### src/rtl/writeback_pkg.sv
// writeback_pkg: shared types, channel-index width and load-data extraction
// for writeback_arbiter and its per-channel FIFOs.
package writeback_pkg;

  localparam int XLEN    = 64;
  localparam int CHW_MIN = 1;

  typedef logic [XLEN-1:0] word_t;

  typedef enum logic [1:0] {
    BYTE  = 2'd0,
    HALF  = 2'd1,
    WORD  = 2'd2,
    DWORD = 2'd3
  } msize_t;

  typedef struct packed {
    word_t      pc;
    word_t      result;
    word_t      rdata;
    logic       memread;
    msize_t     msize;
    logic       is_unsigned;
    logic       regwrite;
    logic [4:0] wa;
  } wb_req_t;

  function automatic int ch_width(int n);
    return (n > 1) ? $clog2(n) : CHW_MIN;
  endfunction

  // Low address bits below the access size are ignored (lane alignment).
  function automatic word_t load_extract(
    word_t      rdata,
    logic [2:0] lo,
    msize_t     sz,
    logic       uns
  );
    word_t sh;
    word_t res;
    sh  = '0;
    res = rdata;
    unique case (sz)
      BYTE: begin
        sh  = rdata >> {lo, 3'b000};
        res = {{56{sh[7] & ~uns}}, sh[7:0]};
      end
      HALF: begin
        sh  = rdata >> {lo[2:1], 4'b0000};
        res = {{48{sh[15] & ~uns}}, sh[15:0]};
      end
      WORD: begin
        sh  = rdata >> {lo[2], 5'b00000};
        res = {{32{sh[31] & ~uns}}, sh[31:0]};
      end
      default: res = rdata;
    endcase
    return res;
  endfunction

endpackage

### src/rtl/writeback_arbiter_if.sv
// writeback_arbiter_if: producer-side bundle of NCH writeback request lanes.
// master = producers (execute/memory back-ends), slave = writeback_arbiter.
interface writeback_arbiter_if #(
  parameter int NCH = 3
) ();
  import writeback_pkg::*;

  logic [NCH-1:0]      in_valid;
  logic [NCH-1:0]      in_ready;
  logic [NCH*XLEN-1:0] in_pc;
  logic [NCH*XLEN-1:0] in_result;
  logic [NCH*XLEN-1:0] in_rdata;
  logic [NCH-1:0]      in_memread;
  logic [NCH*2-1:0]    in_msize;
  logic [NCH-1:0]      in_unsigned;
  logic [NCH-1:0]      in_regwrite;
  logic [NCH*5-1:0]    in_wa;

  modport master (
    output in_valid,
    output in_pc,
    output in_result,
    output in_rdata,
    output in_memread,
    output in_msize,
    output in_unsigned,
    output in_regwrite,
    output in_wa,
    input  in_ready
  );

  modport slave (
    input  in_valid,
    input  in_pc,
    input  in_result,
    input  in_rdata,
    input  in_memread,
    input  in_msize,
    input  in_unsigned,
    input  in_regwrite,
    input  in_wa,
    output in_ready
  );

endinterface

### src/rtl/wb_fifo.sv
// wb_fifo: per-channel writeback request FIFO with wrap-bit pointers and
// a destination-register mask of every occupied slot.
module wb_fifo
  import writeback_pkg::*;
#(
  parameter int DEPTH = 4
) (
  input  logic        clk,
  input  logic        reset,
  input  logic        push,
  input  wb_req_t     wdata,
  input  logic        pop,
  output wb_req_t     rdata,
  output logic        empty,
  output logic        full,
  output logic [31:0] pend
);

  localparam int AW = $clog2(DEPTH);

  wb_req_t     mem [DEPTH];
  logic [AW:0] wr_ptr;
  logic [AW:0] rd_ptr;
  logic [AW:0] count;
  logic        do_push;
  logic        do_pop;

  assign count   = wr_ptr - rd_ptr;
  assign empty   = (wr_ptr == rd_ptr);
  assign full    = (wr_ptr[AW] != rd_ptr[AW]) &&
                   (wr_ptr[AW-1:0] == rd_ptr[AW-1:0]);
  assign do_push = push && !full;
  assign do_pop  = pop && !empty;
  assign rdata   = mem[rd_ptr[AW-1:0]];

  always_ff @(posedge clk or posedge reset) begin
    if (reset) begin
      wr_ptr <= '0;
      rd_ptr <= '0;
    end else begin
      if (do_push) wr_ptr <= wr_ptr + 1'b1;
      if (do_pop)  rd_ptr <= rd_ptr + 1'b1;
    end
  end

  always_ff @(posedge clk) begin
    if (do_push) mem[wr_ptr[AW-1:0]] <= wdata;
  end

  // A slot is live when its distance from the read index is below count.
  always_comb begin
    logic [AW-1:0] off;
    pend = '0;
    off  = '0;
    for (int i = 0; i < DEPTH; i++) begin
      off = AW'(i) - rd_ptr[AW-1:0];
      if (({1'b0, off} < count) && mem[i].regwrite &&
          (mem[i].wa != 5'd0))
        pend[mem[i].wa] = 1'b1;
    end
  end

endmodule

### src/rtl/writeback_arbiter.sv
// writeback_arbiter: NCH request FIFOs retired round-robin into a registered
// regfile write/commit port. `WBARB_PERF_EN adds stall/retire counters.
module writeback_arbiter
  import writeback_pkg::*;
#(
  parameter  int NCH   = 3,
  parameter  int DEPTH = 4,
  localparam int CHW   = ch_width(NCH)
) (
  input  logic               clk,
  input  logic               reset,
  writeback_arbiter_if.slave in_if,
  output logic               rf_valid,
  output logic [4:0]         rf_wa,
  output word_t              rf_wd,
  output logic               commit_valid,
  output logic [CHW-1:0]     commit_ch,
  output word_t              commit_pc,
  output logic [31:0]        pending
`ifdef WBARB_PERF_EN
  ,
  output logic [NCH*32-1:0]  perf_stall,
  output logic [31:0]        perf_retire
`endif
);

  wb_req_t        req   [NCH];
  wb_req_t        head  [NCH];
  logic [31:0]    fpend [NCH];
  logic [NCH-1:0] empty;
  logic [NCH-1:0] full;
  logic [NCH-1:0] grant;
  logic [CHW-1:0] rr;
  logic [CHW-1:0] gidx;
  logic           gvalid;
  wb_req_t        sel;
  word_t          sel_wd;

  for (genvar c = 0; c < NCH; c++) begin : g_ch
    assign req[c].pc          = in_if.in_pc[c*XLEN +: XLEN];
    assign req[c].result      = in_if.in_result[c*XLEN +: XLEN];
    assign req[c].rdata       = in_if.in_rdata[c*XLEN +: XLEN];
    assign req[c].memread     = in_if.in_memread[c];
    assign req[c].msize       = msize_t'(in_if.in_msize[c*2 +: 2]);
    assign req[c].is_unsigned = in_if.in_unsigned[c];
    assign req[c].regwrite    = in_if.in_regwrite[c];
    assign req[c].wa          = in_if.in_wa[c*5 +: 5];

    wb_fifo #(
      .DEPTH (DEPTH)
    ) u_fifo (
      .clk   (clk),
      .reset (reset),
      .push  (in_if.in_valid[c]),
      .wdata (req[c]),
      .pop   (grant[c]),
      .rdata (head[c]),
      .empty (empty[c]),
      .full  (full[c]),
      .pend  (fpend[c])
    );
  end

  assign in_if.in_ready = ~full;

  // First non-empty channel at or after the round-robin pointer wins.
  always_comb begin
    logic [CHW-1:0] idx;
    grant  = '0;
    gvalid = 1'b0;
    gidx   = '0;
    idx    = '0;
    for (int k = 0; k < NCH; k++) begin
      idx = CHW'((int'(rr) + k) % NCH);
      if (!gvalid && !empty[idx]) begin
        gvalid = 1'b1;
        gidx   = idx;
      end
    end
    if (gvalid) grant[gidx] = 1'b1;
  end

  assign sel    = head[gidx];
  assign sel_wd = sel.memread ?
                  load_extract(sel.rdata, sel.result[2:0],
                               sel.msize, sel.is_unsigned) :
                  sel.result;

  always_ff @(posedge clk or posedge reset) begin
    if (reset) begin
      rr <= '0;
    end else if (gvalid) begin
      rr <= (int'(gidx) == NCH - 1) ? '0 : gidx + 1'b1;
    end
  end

  always_ff @(posedge clk or posedge reset) begin
    if (reset) begin
      rf_valid     <= 1'b0;
      rf_wa        <= '0;
      rf_wd        <= '0;
      commit_valid <= 1'b0;
      commit_ch    <= '0;
      commit_pc    <= '0;
    end else if (gvalid) begin
      rf_valid     <= sel.regwrite && (sel.wa != 5'd0);
      rf_wa        <= sel.wa;
      rf_wd        <= sel_wd;
      commit_valid <= 1'b1;
      commit_ch    <= gidx;
      commit_pc    <= sel.pc;
    end else begin
      rf_valid     <= 1'b0;
      commit_valid <= 1'b0;
    end
  end

  // rf_valid already implies regwrite with a non-zero destination.
  always_comb begin
    pending = rf_valid ? (32'd1 << rf_wa) : 32'd0;
    for (int c = 0; c < NCH; c++) pending |= fpend[c];
  end

`ifdef WBARB_PERF_EN
  logic [31:0] stall_cnt [NCH];

  for (genvar c = 0; c < NCH; c++) begin : g_perf
    always_ff @(posedge clk or posedge reset) begin
      if (reset) begin
        stall_cnt[c] <= '0;
      end else if (in_if.in_valid[c] && full[c] &&
                   (stall_cnt[c] != 32'hFFFF_FFFF)) begin
        stall_cnt[c] <= stall_cnt[c] + 32'd1;
      end
    end
    assign perf_stall[c*32 +: 32] = stall_cnt[c];
  end

  always_ff @(posedge clk or posedge reset) begin
    if (reset) begin
      perf_retire <= '0;
    end else if (commit_valid && (perf_retire != 32'hFFFF_FFFF)) begin
      perf_retire <= perf_retire + 32'd1;
    end
  end
`endif

endmodule

### src/flat_wrapper.sv
// flat-port wrapper written by rule: the top's interface ports become plain ports
module writeback_arbiter_flat import writeback_pkg::*;
#(
  parameter  int NCH   = 3,
  parameter  int DEPTH = 4,
  localparam int CHW   = ch_width(NCH)
)
  (clk, reset, rf_valid, rf_wa, rf_wd, commit_valid, commit_ch, commit_pc, pending, in_if_in_valid, in_if_in_pc, in_if_in_result, in_if_in_rdata, in_if_in_memread, in_if_in_msize, in_if_in_unsigned, in_if_in_regwrite, in_if_in_wa, in_if_in_ready);
  writeback_arbiter_if #(.NCH(NCH)) in_if_i ();
  input  logic clk;
  input  logic reset;
  output logic rf_valid;
  output logic [4:0] rf_wa;
  output word_t rf_wd;
  output logic commit_valid;
  output logic [CHW-1:0] commit_ch;
  output word_t commit_pc;
  output logic [31:0] pending;
  input wire logic [$bits(in_if_i.in_valid)-1:0] in_if_in_valid;
  input wire logic [$bits(in_if_i.in_pc)-1:0] in_if_in_pc;
  input wire logic [$bits(in_if_i.in_result)-1:0] in_if_in_result;
  input wire logic [$bits(in_if_i.in_rdata)-1:0] in_if_in_rdata;
  input wire logic [$bits(in_if_i.in_memread)-1:0] in_if_in_memread;
  input wire logic [$bits(in_if_i.in_msize)-1:0] in_if_in_msize;
  input wire logic [$bits(in_if_i.in_unsigned)-1:0] in_if_in_unsigned;
  input wire logic [$bits(in_if_i.in_regwrite)-1:0] in_if_in_regwrite;
  input wire logic [$bits(in_if_i.in_wa)-1:0] in_if_in_wa;
  output wire logic [$bits(in_if_i.in_ready)-1:0] in_if_in_ready;
  assign in_if_i.in_valid = in_if_in_valid;
  assign in_if_i.in_pc = in_if_in_pc;
  assign in_if_i.in_result = in_if_in_result;
  assign in_if_i.in_rdata = in_if_in_rdata;
  assign in_if_i.in_memread = in_if_in_memread;
  assign in_if_i.in_msize = in_if_in_msize;
  assign in_if_i.in_unsigned = in_if_in_unsigned;
  assign in_if_i.in_regwrite = in_if_in_regwrite;
  assign in_if_i.in_wa = in_if_in_wa;
  assign in_if_in_ready = in_if_i.in_ready;
  writeback_arbiter #(.NCH(NCH), .DEPTH(DEPTH)) u_core (.clk(clk), .reset(reset), .in_if(in_if_i), .rf_valid(rf_valid), .rf_wa(rf_wa), .rf_wd(rf_wd), .commit_valid(commit_valid), .commit_ch(commit_ch), .commit_pc(commit_pc), .pending(pending));
endmodule
### config.mk
export PLATFORM = sky130hd
export DESIGN_NAME = writeback_arbiter_flat
export DESIGN_NICKNAME = d
export VERILOG_FILES = /design/src/rtl/writeback_pkg.sv /design/src/rtl/writeback_arbiter_if.sv /design/src/rtl/wb_fifo.sv /design/src/rtl/writeback_arbiter.sv /design/src/flat_wrapper.sv
export SDC_FILE = /design/constraint.sdc
export NUM_CORES = 2
export LEC_CHECK = 0
export CORE_MARGIN = 2
export CORE_UTILIZATION = 35
export CTS_BUF_LIST = sky130_fd_sc_hd__clkbuf_4 sky130_fd_sc_hd__clkbuf_8
export DETAILED_ROUTE_END_ITERATION = 12
export MAX_ROUTING_LAYER = met4
export PLACE_DENSITY = 0.49
export SLEW_MARGIN = 10
export SYNTH_ARGS = -nofsm -noshare
export SYNTH_HDL_FRONTEND = slang
export SYNTH_HIERARCHICAL = 1
export SYNTH_SLANG_ARGS = --single-unit
export TNS_END_PERCENT = 50
### constraint.sdc
create_clock -name clk -period 13 [get_ports clk]
set_input_delay 2.6 -clock clk [delete_from_list [all_inputs] [get_ports clk]]
set_output_delay 2.6 -clock clk [all_outputs]
set_load 0.02 [all_outputs]
==> flow_summary_export.csv <==
group,metric,value,unit
run_status,outcome,"finished with violations",
run_status,failed_checks,"slew limit",
floorplanning,die_h,550,µm
final_layout,fillerInstances,26400,
logic_synthesis,synth.net_count,6201,
route,post_detailed_route_drc_marker_count,0,
timing,highest_clock_rate,0.119,GHz
setup_path,end_kind,"output port",
logic_synthesis,synth_top_cells_by_area,"sky130_fd_sc_hd__edfxtp_1 (70%), sky130_fd_sc_hd__mux4_2 (13%), sky130_fd_sc_hd__dfrtp_1 (3.8%)",
logic_synthesis,synth.top_cell.area_share,0.696,
final_layout,layout_commonest_cell,"sky130_fd_sc_hd__edfxtp_1",
route,wl_met2,166000,µm
route,detail_route.first_pass.iterations,8,
logic_synthesis,synthDominantAreaCellType,"sky130_fd_sc_hd__edfxtp_1",
logic_synthesis,synth_async_sr_flop_share,0.0608,
power,power.switching_fraction,0.421,
timing,fin_worst_skew,0.0761,ns
logic_synthesis,yosysSeqAreaShare,0.734,
floorplanning,die_w,550,µm
logic_synthesis,postSynthCellCount,5547,
final_layout,drive_above_1_share,0.225,
job,cap_violations,0,
setup_path,highest_cell_delay_on_the_worst_timing_path,1.00,ns
floorplanning,area_of_the_core_region,297000,µm²
setup_path,crit_path_cell_trace,"ha_1, inv_1, fa_1, inv_1, ha_1, o21bai_1, nand2_1, nand3_1, nand4_1, nor3_1, o21ai_0, clkdlybuf4s50_1",
min_path,whs_path_depth,2,
timing,setup_repair_after_global_routing_missed_its_margin,"no",
min_path,worst_hold_startpoint,"u_core/commit_ch[0]",
setup_path,timing.setup.critical_path_class,"reg -> out",
final_layout,area_delta_synth_final,20.8,%
route,detail_route.wl_per_cell,32.2,µm
power,power_frac_clock,0.204,
timing,final.min_clock_period,8.37,ns
clock_network,clock-root-buffer,"sky130_fd_sc_hd__clkbuf_8",
placement,place.port_buffers,782,
setup_path,crit_path_top_delay_cell,"sky130_fd_sc_hd__dfrtp_4",
clock_network,tritoncts.num_buffers,439,
placement,place.gp.congestion,0.897,
power,p_sw,15.2,mW
clock_network,ctsLongestPathBuffers,4,
route,met1Wirelength,152000,µm
final_layout,post-route-cell-area,126000,µm²
setup_path,worst_setup_path_start_kind,"flop",
timing,timing.slew.headroom,-0.000232,
route,totalWireLength,354000,µm
min_path,timing.hold.worst_endpoint,"u_core/commit_ch[0]",
timing,post-route-period-util,0.644,
power,post-layout-total-power,36.1,mW
logic_synthesis,number_of_enable_type_register_cells_in_the_synthesized_netlist,2424,
placement,detailedPlacementHpwl,231000,µm
power,comb_power_share,0.460,
route,route.detailed.vias_per_inst,5.42,
logic_synthesis,yosys.cell_types.count,83,
logic_synthesis,synth-main-ff-cell,"sky130_fd_sc_hd__edfxtp_1",
route,drt-initial-drc-count,5074,
setup_path,worst_r2r_startpoint,"u_core/g_ch[0].u_fifo/rd_ptr[1]",
route,ant_nets,0,
final_layout,final_net_count,7208,
timing,hold_violations,0,
final_layout,mostFrequentLayoutCells,"sky130_fd_sc_hd__edfxtp_1 (2424), sky130_fd_sc_hd__clkdlybuf4s50_1 (782), sky130_fd_sc_hd__mux4_2 (606)",
route,vias,59500,
clock_network,postCtsSetupBuffers,0,
floorplanning,initial_core_util,0.352,
floorplanning,placementRows,200,
timing,worst-slew-pin-transition,1.50,ns
setup_path,regToRegEndpoint,"u_core/rf_wd[36]",
route,met3_wirelength,25300,µm
floorplanning,floorplan.io_pins,783,
global_route,initial_antenna_violation_count,174,
global_route,grt_start_max_net_pins,117,
timing,slew_viol_final,2,
clock_network,cts-hold-fix-buffers,0,
logic_synthesis,average_cell_area_after_synthesis,18.8,µm²
global_route,grt_pass1_vias,60400,
floorplanning,die_area,303000,µm²
global_route,grt_first_pass_wirelength,489000,µm
logic_synthesis,syn_area,105000,µm²
placement,detailed_place.area,117000,µm²
timing,finalSetupViolCount,0,
clock_network,insertion_delay,1.08,ns
global_route,grt.total_usage,0.237,
setup_path,timing.critical_path.fanout_max,37,
setup_path,worst_ep_arrival_time,5.77,ns
power,internal_power,20.9,mW
power,power_per_cell_area,286,nW/µm²
global_route,gr-total-overflow,0,
clock_network,clkSlewWorstSetupHoldPaths,0.06,ns
setup_path,reg2reg_setup_slack,5.51,ns
min_path,holdCritPathClass,"reg -> reg",
power,p_seq_frac,0.336,
power,leakagePower,40.7,nW
setup_path,worstRegToRegCells,16,
timing,final.setup.tns,0,ns
clock_network,cts.htree.levels,5,
clock_network,post_cts_resized,0,
logic_synthesis,synth.ff_latch_count,2581,
clock_network,cts_tree,"yes",
power,vdd.ir_drop.worst,0.213,mV
route,top_layer_used,"met4",
logic_synthesis,yosys_warnings,6,
setup_path,data_required_time_of_the_critical_path,10.40,ns
clock_network,clock-sinks,2581,
-- cell usage after synthesis (5+ instances only) --
cell and instances:
sky130_fd_sc_hd__edfxtp_1 2424, sky130_fd_sc_hd__mux4_2 606, sky130_fd_sc_hd__nand2_1 317, sky130_fd_sc_hd__a21oi_1 241
sky130_fd_sc_hd__nor2_1 195, sky130_fd_sc_hd__clkbuf_1 171, sky130_fd_sc_hd__dfrtp_1 157, sky130_fd_sc_hd__o21ai_0 152
sky130_fd_sc_hd__nand3_1 142, sky130_fd_sc_hd__mux2i_1 111, sky130_fd_sc_hd__a22oi_1 104, sky130_fd_sc_hd__buf_2 103
sky130_fd_sc_hd__a32oi_1 71, sky130_fd_sc_hd__o2bb2ai_1 57, sky130_fd_sc_hd__nor3_1 54, sky130_fd_sc_hd__buf_1 49
sky130_fd_sc_hd__o221ai_1 49, sky130_fd_sc_hd__a31oi_1 44, sky130_fd_sc_hd__inv_1 42, sky130_fd_sc_hd__ha_1 40
sky130_fd_sc_hd__o211ai_1 34, sky130_fd_sc_hd__o31ai_1 34, sky130_fd_sc_hd__nor3b_1 28, sky130_fd_sc_hd__o21a_1 23
sky130_fd_sc_hd__nand3b_1 21, sky130_fd_sc_hd__and2_1 20, sky130_fd_sc_hd__nand4_1 19, sky130_fd_sc_hd__or2_2 19
sky130_fd_sc_hd__and3b_1 17, sky130_fd_sc_hd__or3b_2 14, sky130_fd_sc_hd__nor2b_1 12, sky130_fd_sc_hd__and3_1 11
sky130_fd_sc_hd__a211oi_1 10, sky130_fd_sc_hd__mux2_2 10, sky130_fd_sc_hd__xnor2_1 10, sky130_fd_sc_hd__buf_6 9
sky130_fd_sc_hd__nand2b_1 9, sky130_fd_sc_hd__xor2_1 9, sky130_fd_sc_hd__a2111oi_4 8, sky130_fd_sc_hd__a311oi_1 6
sky130_fd_sc_hd__buf_4 6, sky130_fd_sc_hd__o21ai_1 6, sky130_fd_sc_hd__or3_1 6, sky130_fd_sc_hd__a221oi_1 5
-- flip-flops by register name (all words and copies together), names as in the netlist --
signal / flops
u_core/rf_wd: 64
u_core/g_ch.u_fifo/rd_ptr: 9
u_core/rf_wa: 5
u_core/g_ch.u_fifo/mem: 2424
u_core/commit_valid: 1
u_core/commit_ch: 2
u_core/commit_pc: 64
u_core/rr: 2
u_core/rf_valid: 1
u_core/g_ch.u_fifo/wr_ptr: 9
-- critical path, delay by kind of cell (launching register included) --
kind	cells	cell delay (ns)
buf+inv	3	0.73
simple gates	4	1.15
compound gates	2	0.75
fa+ha+maj	3	1.10
flops	1	1.00
-- per-layer routing --
layer / vias up / GRT usage
li1: 25200 / -
met1: 31800 / 0.312
met2: 2019 / 0.364
met3: 553 / 0.0565
met4: 0 / 0.0721
met5: - / -
-- cells by family (layout without fill, tap and decap cells) --
kind of cell             after synthesis  in the layout  synth area share
AO/OA/AOI/OAI                        883            883            0.0582
XOR/XNOR                              22             22           0.00231
adder cells (fa/ha/maj)               43             43           0.00536
buffers and inverters                383           1757            0.0159
flip-flops                          2581           2581             0.734
multiplexers                         728            728             0.142
other                                  3            126          0.000108
AND/OR/NAND/NOR                      904            904            0.0417
-- metrics by stage --
step                      instances  worst slack, ns   util  hold slack, ns
final                         11000             4.63  0.425           0.496
after global placement        10100             5.56  0.394           0.465
after CTS                     10900             4.42  0.424           0.496
after detailed placement      10100             5.52  0.394           0.476
after global routing          11000             4.14  0.425           0.518
after floorplan                5547             4.94      -           0.517
-- power groups by stage --
stage                     Clock [mW]  Sequential [mW]  Combinational, mW
after floorplan                    0             12.5               9.51
after global placement             0             12.2               16.8
after detailed placement           0             12.3               16.8
after CTS                       7.58             12.1               16.8
after global routing            7.93             12.3               17.6
final                           7.35             12.1               16.6
-- worst max path at each step --
stage	from	endpoint	slack, ns	cells past startpoint
floorplan	in_if_in_valid[0]	u_core/g_ch[0].u_fifo/mem[3][0]	4.94	2
global placement	u_core/g_ch[2].u_fifo/rd_ptr[0]	pending[20]	5.56	12
detailed placement	u_core/g_ch[0].u_fifo/rd_ptr[1]	u_core/rf_wd[62]	5.52	16
CTS	u_core/g_ch[2].u_fifo/rd_ptr[0]	pending[20]	4.42	12
global route	u_core/g_ch[2].u_fifo/rd_ptr[0]	pending[20]	4.14	12
finish	u_core/g_ch[2].u_fifo/rd_ptr[0]	pending[20]	4.63	12
-- area by class of cell --
type	instances	area, µm²	area share
Antenna cell	123	308	0.00244
Clock buffer	647	7750	0.0614
Clock inverter	161	1130	0.00893
Inverter	44	183	0.00145
Multi-Input combinational cell	2583	26300	0.208
Sequential cell	2581	76700	0.608
Tap cell	3939	4930	0.0390
Timing Repair Buffer	905	8930	0.0707
(Power assumes the default switching activity.)
